### config.mk
export PLATFORM = sky130hd
export DESIGN_NAME = uart_tx_arbiter_flat
export DESIGN_NICKNAME = d
export VERILOG_FILES = /design/src/rtl/uart_tx_arbiter_if.sv /design/src/rtl/uart_tx_arbiter.sv /design/src/flat_wrapper.sv
export SDC_FILE = /design/constraint.sdc
export NUM_CORES = 1
export LEC_CHECK = 0
export CAP_MARGIN = 20
export CORE_ASPECT_RATIO = 1.4
export CORE_MARGIN = 8
export CORE_UTILIZATION = 48
export DETAILED_ROUTE_END_ITERATION = 6
export PLACE_DENSITY = 0.85
export SYNTH_ARGS = -nofsm -noshare
export SYNTH_HDL_FRONTEND = slang
export SYNTH_SLANG_ARGS = --single-unit
### constraint.sdc
create_clock -name Clock -period 3.24 [get_ports Clock]
set_input_delay 0.486 -clock Clock [delete_from_list [all_inputs] [get_ports Clock]]
set_output_delay 0.486 -clock Clock [all_outputs]
set_load 0.03 [all_outputs]
### src/rtl/uart_tx_arbiter_if.sv
// Requester-side and UART-side handshake bundle for uart_tx_arbiter.
// master = arbiter view, slave = requesters plus UART core view.
interface uart_tx_arbiter_if #(
    parameter int NUM_REQ = 4
);
    logic [NUM_REQ-1:0]   Req;
    logic [8*NUM_REQ-1:0] ReqData;
    logic [NUM_REQ-1:0]   ReqLast;
    logic [NUM_REQ-1:0]   ByteAck;
    logic [NUM_REQ-1:0]   Grant;
    logic                 TxEmpty;
    logic                 XMitGo;
    logic [7:0]           TxData;

    modport master (
        input  Req, ReqData, ReqLast, TxEmpty,
        output ByteAck, Grant, XMitGo, TxData
    );

    modport slave (
        output Req, ReqData, ReqLast, TxEmpty,
        input  ByteAck, Grant, XMitGo, TxData
    );
endinterface

### src/rtl/uart_tx_arbiter.sv
// Round-robin, packet-locked arbiter sharing one UART transmitter among NUM_REQ requesters.
// Define TXARB_WATCHDOG_EN to add the SEND-state timeout and sticky WdogErr flag.
module uart_tx_arbiter #(
    parameter int NUM_REQ     = 4,
    parameter int MAX_PKT     = 64,
    parameter int WDOG_CYCLES = 1024
) (
    input  logic              Clock,
    input  logic              Reset,
    uart_tx_arbiter_if.master bus,
    output logic              Busy,
    output logic              WdogErr
);
    localparam int IW = $clog2(NUM_REQ);

    if (NUM_REQ < 2 || NUM_REQ > 8 || MAX_PKT < 1 || MAX_PKT > 255 ||
        WDOG_CYCLES < 1 || WDOG_CYCLES > 65535) begin : g_bad_param
        $error("uart_tx_arbiter: parameter out of range");
    end

    typedef enum logic [2:0] {
        IDLE,
        LOAD,
        SEND,
        GAP,
        RELEASE
    } state_t;

    state_t             state;
    logic [IW-1:0]      ptr;
    logic [IW-1:0]      winner;
    logic [IW-1:0]      next_winner;
    logic               found;
    logic [7:0]         count;
    logic               lastq;
    logic [NUM_REQ-1:0] grant;
    logic [NUM_REQ-1:0] byte_ack;
    logic               xmit_go;
    logic [7:0]         tx_data;
    logic               busy;

`ifdef TXARB_WATCHDOG_EN
    logic [15:0]        wdog_cnt;
    logic               wdog_err;
`endif

    // Scan upward from the requester after the last owner, wrapping at NUM_REQ.
    always_comb begin
        // NOTE: defaults first so no path through the loop leaves a latch behind.
        int sum;
        sum         = 0;
        found       = 1'b0;
        next_winner = '0;
        for (int i = 1; i <= NUM_REQ; i++) begin
            sum = int'(ptr) + i;
            if (sum >= NUM_REQ) sum = sum - NUM_REQ;
            if (!found && bus.Req[sum[IW-1:0]]) begin
                found       = 1'b1;
                next_winner = sum[IW-1:0];
            end
        end
    end

    // NOTE: state and outputs update with non-blocking assignments only, so every read sees pre-edge values.
    always_ff @(posedge Clock) begin
        if (Reset) begin
            state    <= IDLE;
            ptr      <= IW'(NUM_REQ - 1);
            winner   <= '0;
            count    <= 8'd0;
            lastq    <= 1'b0;
            grant    <= '0;
            byte_ack <= '0;
            xmit_go  <= 1'b0;
            tx_data  <= 8'h00;
            busy     <= 1'b0;
`ifdef TXARB_WATCHDOG_EN
            wdog_cnt <= 16'd0;
            wdog_err <= 1'b0;
`endif
        end else begin
            byte_ack <= '0;
            case (state)
                IDLE: begin
                    if (found && bus.TxEmpty) begin
                        winner <= next_winner;
                        grant  <= {{(NUM_REQ-1){1'b0}}, 1'b1} << next_winner;
                        busy   <= 1'b1;
                        state  <= LOAD;
                    end
                end
                LOAD: begin
                    if (!bus.Req[winner]) begin
                        state <= RELEASE;
                    end else begin
                        tx_data <= bus.ReqData[int'(winner)*8 +: 8];
                        lastq   <= bus.ReqLast[winner];
                        xmit_go <= 1'b1;
                        count   <= count + 8'd1;
`ifdef TXARB_WATCHDOG_EN
                        wdog_cnt <= 16'd0;
`endif
                        state   <= SEND;
                    end
                end
                SEND: begin
                    if (!bus.TxEmpty) begin
                        xmit_go          <= 1'b0;
                        byte_ack[winner] <= 1'b1;
                        state <= (lastq || count == 8'(MAX_PKT)) ? RELEASE : GAP;
                    end
`ifdef TXARB_WATCHDOG_EN
                    else if (wdog_cnt == 16'(WDOG_CYCLES - 1)) begin
                        xmit_go  <= 1'b0;
                        wdog_err <= 1'b1;
                        state    <= RELEASE;
                    end else begin
                        wdog_cnt <= wdog_cnt + 16'd1;
                    end
`endif
                end
                GAP: begin
                    if (bus.TxEmpty) state <= LOAD;
                end
                RELEASE: begin
                    ptr   <= winner;
                    grant <= '0;
                    count <= 8'd0;
                    busy  <= 1'b0;
                    state <= IDLE;
                end
                default: state <= IDLE;
            endcase
        end
    end

    assign bus.Grant   = grant;
    assign bus.ByteAck = byte_ack;
    assign bus.XMitGo  = xmit_go;
    assign bus.TxData  = tx_data;
    assign Busy        = busy;

`ifdef TXARB_WATCHDOG_EN
    assign WdogErr = wdog_err;
`else
    assign WdogErr = 1'b0;
`endif
endmodule

### src/flat_wrapper.sv
// flat-port wrapper written by rule: the top's interface ports become plain ports
module uart_tx_arbiter_flat 
#(
    parameter int NUM_REQ     = 4,
    parameter int MAX_PKT     = 64,
    parameter int WDOG_CYCLES = 1024
)
  (Clock, Reset, Busy, WdogErr, bus_Req, bus_ReqData, bus_ReqLast, bus_TxEmpty, bus_ByteAck, bus_Grant, bus_XMitGo, bus_TxData);
  uart_tx_arbiter_if #(.NUM_REQ(NUM_REQ)) bus_i ();
  input  logic Clock;
  input  logic Reset;
  output logic Busy;
  output logic WdogErr;
  input wire logic [$bits(bus_i.Req)-1:0] bus_Req;
  input wire logic [$bits(bus_i.ReqData)-1:0] bus_ReqData;
  input wire logic [$bits(bus_i.ReqLast)-1:0] bus_ReqLast;
  input wire logic [$bits(bus_i.TxEmpty)-1:0] bus_TxEmpty;
  output wire logic [$bits(bus_i.ByteAck)-1:0] bus_ByteAck;
  output wire logic [$bits(bus_i.Grant)-1:0] bus_Grant;
  output wire logic [$bits(bus_i.XMitGo)-1:0] bus_XMitGo;
  output wire logic [$bits(bus_i.TxData)-1:0] bus_TxData;
  assign bus_i.Req = bus_Req;
  assign bus_i.ReqData = bus_ReqData;
  assign bus_i.ReqLast = bus_ReqLast;
  assign bus_i.TxEmpty = bus_TxEmpty;
  assign bus_ByteAck = bus_i.ByteAck;
  assign bus_Grant = bus_i.Grant;
  assign bus_XMitGo = bus_i.XMitGo;
  assign bus_TxData = bus_i.TxData;
  uart_tx_arbiter #(.NUM_REQ(NUM_REQ), .MAX_PKT(MAX_PKT), .WDOG_CYCLES(WDOG_CYCLES)) u_core (.Clock(Clock), .Reset(Reset), .bus(bus_i), .Busy(Busy), .WdogErr(WdogErr));
endmodule
==> results <==
- The number of global-route vias before repair was 1639.
- The largest stage delay on the critical path is 0.55 ns.
- The endpoint required time on the critical path is 3.45 ns.
- The synthesized instance count is 183.
- Traced cell by cell, the critical path runs through clkdlybuf4s50_1 -> buf_4 -> or2_2 -> nor4b_1 -> nor3b_1.
- The end point of the critical path is u_core.bus.ByteAck[1].
- Fill cells in the final layout number 292.
- At the worst endpoint, the arrival time is 2.21 ns.
- The post-layout net count is 287.
- The initial antenna violation count is 0.
- The sequential area share after synthesis is 38.7%.
- The critical path starts at Reset.
- Entering global routing, the biggest net connects 20 pins.
- The pre-antenna-repair detailed-routing pass consisted of 4 iterations.
- The number of distinct library cells after synthesis is 46.
- The flow ran to the end, and the final reports show no timing, DRC or antenna violations.
- The leakage power is 0.862 nW.
- The number of nets in the synthesized netlist is 228.
- On the critical path, the stage with the largest delay is an instance of sky130_fd_sc_hd__nor4b_1.
- The die width is 67.1 um.
- The root buffer cell is sky130_fd_sc_hd__clkbuf_8.
- The clock transition at the register clock pins on the worst setup and hold paths after CTS is 0.07 ns.
- The floorplan step defined a core boundary enclosing 3580 um2.
- Once the floorplan was initialized, standard cells occupied 49.1% of the core.
- On the final layout, the worst clock skew is 0.00332 ns.
- The setup path with the least slack is of type in2reg.
- The endpoint identified for the worst register-to-register timing path is u_core.count[0].
- The startpoint identified for the worst register-to-register timing path is u_core.winner[1].
- The area enclosed by the die boundary is 5880 um2.
- Combinational cells account for 25.9% of the total power.
- Dividing the detail-routed via count by the number of cells gives 5.69.
- From synthesis to final layout, the design area changed by 38.4%.
- Setup violations remaining at the end of the flow were counted as 0.
- The number of top-level pins is 62.
- In this run switching power makes up 29.3% of total power.
- The number of rows created at floorplan is 26.
- Timing analysis after detailed placement gives a worst setup slack of 0.934 ns.
- Setup repair after global routing left no endpoint under its margin.
- TritonCTS built the clock tree.
- The total wire length after detailed routing is 4720 um.
- The post-placement cell count is 277.
- The number of buffers added by the clock tree synthesis step is 5.
- The post-synthesis area per instance is 9.60 um2.
- In the post-route analysis, the smallest setup slack over all paths is 1.24 ns.
- The latest clock arrival within the worst-skew pair is 0.29 ns.
- The wire length of the first global-routing pass is 7570 um.
- The setup slack on the worst flop-to-flop path is 1.24 ns.
- The tightest min-delay check is of the reg2reg type.
- The critical path startpoint category is a primary input.
- Setup total negative slack on the finished layout was measured at 0 ns.
- The number of non-filler instances in the completed layout is 284.
- The maximum frequency from static timing analysis is 499 MHz.
- Counting along the longest clock path gives a buffer depth of 2.
- The number of max-cap violations is 0.
- For this design, the CTS-stage hold fixing added 0 buffers.
- The remaining global-route overflow is 0.
- After synthesis the cells add up to 1760 um2.
- In the routed design, unresolved DRC markers number 0.
- The repair_antennas step left the layout with diodes totalling 0.
- The overall via count from detail_route is 1616.
- After legalization and detailed placement, the total HPWL measured 3720 um.
- The switching power is 0.302 mW.
- The worst-case IR drop observed on VDD is 0.000375 V.
- The total of flip-flops plus latches after synthesis is 34.
- The floorplan step set the die height to 87.6 um.
- The routability-driven placement congestion ratio is 0.804.
- The post-CTS setup buffer count is 0.
- The total of cells resized after clock tree synthesis is 0.
- Of all nets on the critical path, the largest fanout is 19.
- The H-tree generated during clock tree synthesis spans 2 levels.
- Of the total power, registers draw 45.5%.
- The final clock period utilization by the worst path is 61.8%.
- For the worst flop-to-flop path, the logic depth is 4.
- STA classifies the critical path endpoint as a flip-flop.
- The total global routing track utilization is 16.7%.
- The clock drives 34 sinks.
- The worst slew margin relative to its limit is 55.9%.
- The remaining antenna violation count after routing is 0.
- The clock period minus final worst setup slack is 2.00 ns.
- The transition at the pin with the smallest max-transition slack is 0.661 ns.
- The fraction of final layout cells with drive strength greater than 1 is 9.92%.
- The max-slew violation count is 0.
- The number of warning messages in the yosys log is 0.
- In the final routed layout, each cell accounts on average for 16.6 um.
- The internal portion of the total power is 0.729 mW.
- The first-iteration detailed-routing DRC count is 46.
- The total power divided by cell area is 424 nW/um2.
- The number of hold violations in the final report is 0.
- The fraction of power consumed by the clock network is 28.6%.
- In this run the tool buffered the top-level ports with 60 buffer cells.
synth_stat cells (all sizes together):
cell type | instances | area, um2
nor3 | 1 | 5.00
dfxtp | 34 | 681
nor4b | 2 | 17.5
or3 | 4 | 25.0
and4 | 2 | 17.5
xnor2 | 2 | 17.5
a21oi | 21 | 105
o41ai | 1 | 16.3
buf | 9 | 66.3
nand4 | 3 | 18.8
o32a | 1 | 10.0
nor4 | 2 | 18.8
o21bai | 1 | 7.51
a31o | 1 | 8.76
a211oi | 1 | 7.51
mux4 | 10 | 229
o21a | 1 | 7.51
conb | 1 | 3.75
nand3 | 4 | 20.0
o211ai | 2 | 15.0
nor2 | 13 | 48.8
and3 | 3 | 18.8
a21boi | 1 | 7.51
ha | 2 | 25.0
o31ai | 1 | 7.51
a21o | 1 | 7.51
nand2 | 26 | 105
nand2b | 5 | 31.3
xor2 | 4 | 35.0
clkbuf | 1 | 3.75
nor3b | 5 | 48.8
and2 | 2 | 15.0
o21ai | 3 | 15.0
or2 | 1 | 6.26
or4 | 1 | 7.51
inv | 6 | 22.5
a32o | 3 | 30.0
o22a | 1 | 8.76
a2111oi | 1 | 15.0
metrics by stage:
stage | power, mW | hold WS [ns] | cell area (um2) | utilization, %
floorplan | 0.640 | 0.449 | 1760 | -
global placement | 0.739 | 0.432 | 2350 | 65.8
detailed placement | 0.745 | 0.447 | 2350 | 65.8
CTS | 1.04 | 0.456 | 2430 | 67.9
global route | 1.08 | 0.491 | 2430 | 67.9
finish | 1.03 | 0.457 | 2430 | 67.9
cell usage in the layout (no fill, tap or decap), types with 3 or more instances in the layout:
cell | netlist | routed
sky130_fd_sc_hd__clkdlybuf4s50_1 | 0 | 60
sky130_fd_sc_hd__dfxtp_1 | 34 | 34
sky130_fd_sc_hd__nand2_1 | 25 | 25
sky130_fd_sc_hd__a21oi_1 | 21 | 21
sky130_fd_sc_hd__nor2_1 | 13 | 13
sky130_fd_sc_hd__mux4_2 | 9 | 9
sky130_fd_sc_hd__inv_1 | 6 | 6
sky130_fd_sc_hd__nand2b_1 | 5 | 5
sky130_fd_sc_hd__clkbuf_8 | 0 | 5
sky130_fd_sc_hd__nand3_1 | 4 | 4
sky130_fd_sc_hd__or3_1 | 4 | 4
sky130_fd_sc_hd__xor2_1 | 4 | 4
sky130_fd_sc_hd__nor3b_1 | 4 | 4
sky130_fd_sc_hd__o21ai_0 | 3 | 3
sky130_fd_sc_hd__and3_1 | 3 | 3
sky130_fd_sc_hd__nand4_1 | 3 | 3
sky130_fd_sc_hd__a32o_1 | 3 | 3
routing by layer:
| layer | up-vias | wire length [um] | global-route usage, % |
|---|---|---|---|
| li1 | 782 | - | - |
| met1 | 780 | 1720 | 16.8 |
| met2 | 39 | 2630 | 30.0 |
| met3 | 15 | 190 | 3.97 |
| met4 | 0 | 169 | 9.73 |
| met5 | - | 0 | 0 |
registers in the layout (all words and copies together), names as in the netlist:
register            count
u_core.ptr              2
u_core.bus.XMitGo       1
u_core.state            3
u_core.Busy             1
u_core.bus.TxData       8
u_core.winner           2
u_core.bus.ByteAck      4
u_core.bus.Grant        4
u_core.lastq            1
u_core.count            8
worst max-delay path: cells and delay by family:
family	cells	cell delay [ns]
AND/OR/NAND/NOR	3	1.12
buffers and inverters	2	0.60
layout make-up:
cell class,instances,area (um2),share of cell area (%)
clock buffer,7,76.3,3.14
multi-input combinational,133,983,40.5
timing repair buffer,62,616,25.3
tap,42,52.6,2.16
inverter,6,22.5,0.926
sequential,34,681,28.0
power by group through the flow:
stage | Sequential (mW) | Combinational [mW] | Clock [mW]
3_3_place_gp | 0.476 | 0.263 | 0
6_report | 0.469 | 0.267 | 0.295
4_1_cts | 0.468 | 0.269 | 0.300
5_1_grt | 0.472 | 0.289 | 0.315
2_1_floorplan | 0.494 | 0.146 | 0
3_5_place_dp | 0.477 | 0.268 | 0
worst min-delay path by stage:
stage / from / endpoint / slack, ns / cells after the start
after floorplan: u_core.lastq / u_core.lastq / 0.45 / 2
after global placement: u_core.Busy / u_core.Busy / 0.43 / 2
after detailed placement: u_core.Busy / u_core.Busy / 0.45 / 2
after CTS: u_core.Busy / u_core.Busy / 0.46 / 2
after global routing: u_core.bus.TxData[0] / u_core.bus.TxData[0] / 0.49 / 2
final: u_core.Busy / u_core.Busy / 0.46 / 2
kinds of logic after synthesis:
logic type               share of synthesized area [%]
adder cells (fa/ha/maj)                           1.42
XOR/XNOR                                          2.99
other                                            0.213
AO/OA/AOI/OAI                                     15.3
flip-flops                                        38.7
multiplexers                                      13.0
AND/OR/NAND/NOR                                   23.0
buffers and inverters                             5.27
Power figures use the tool's default switching activity.
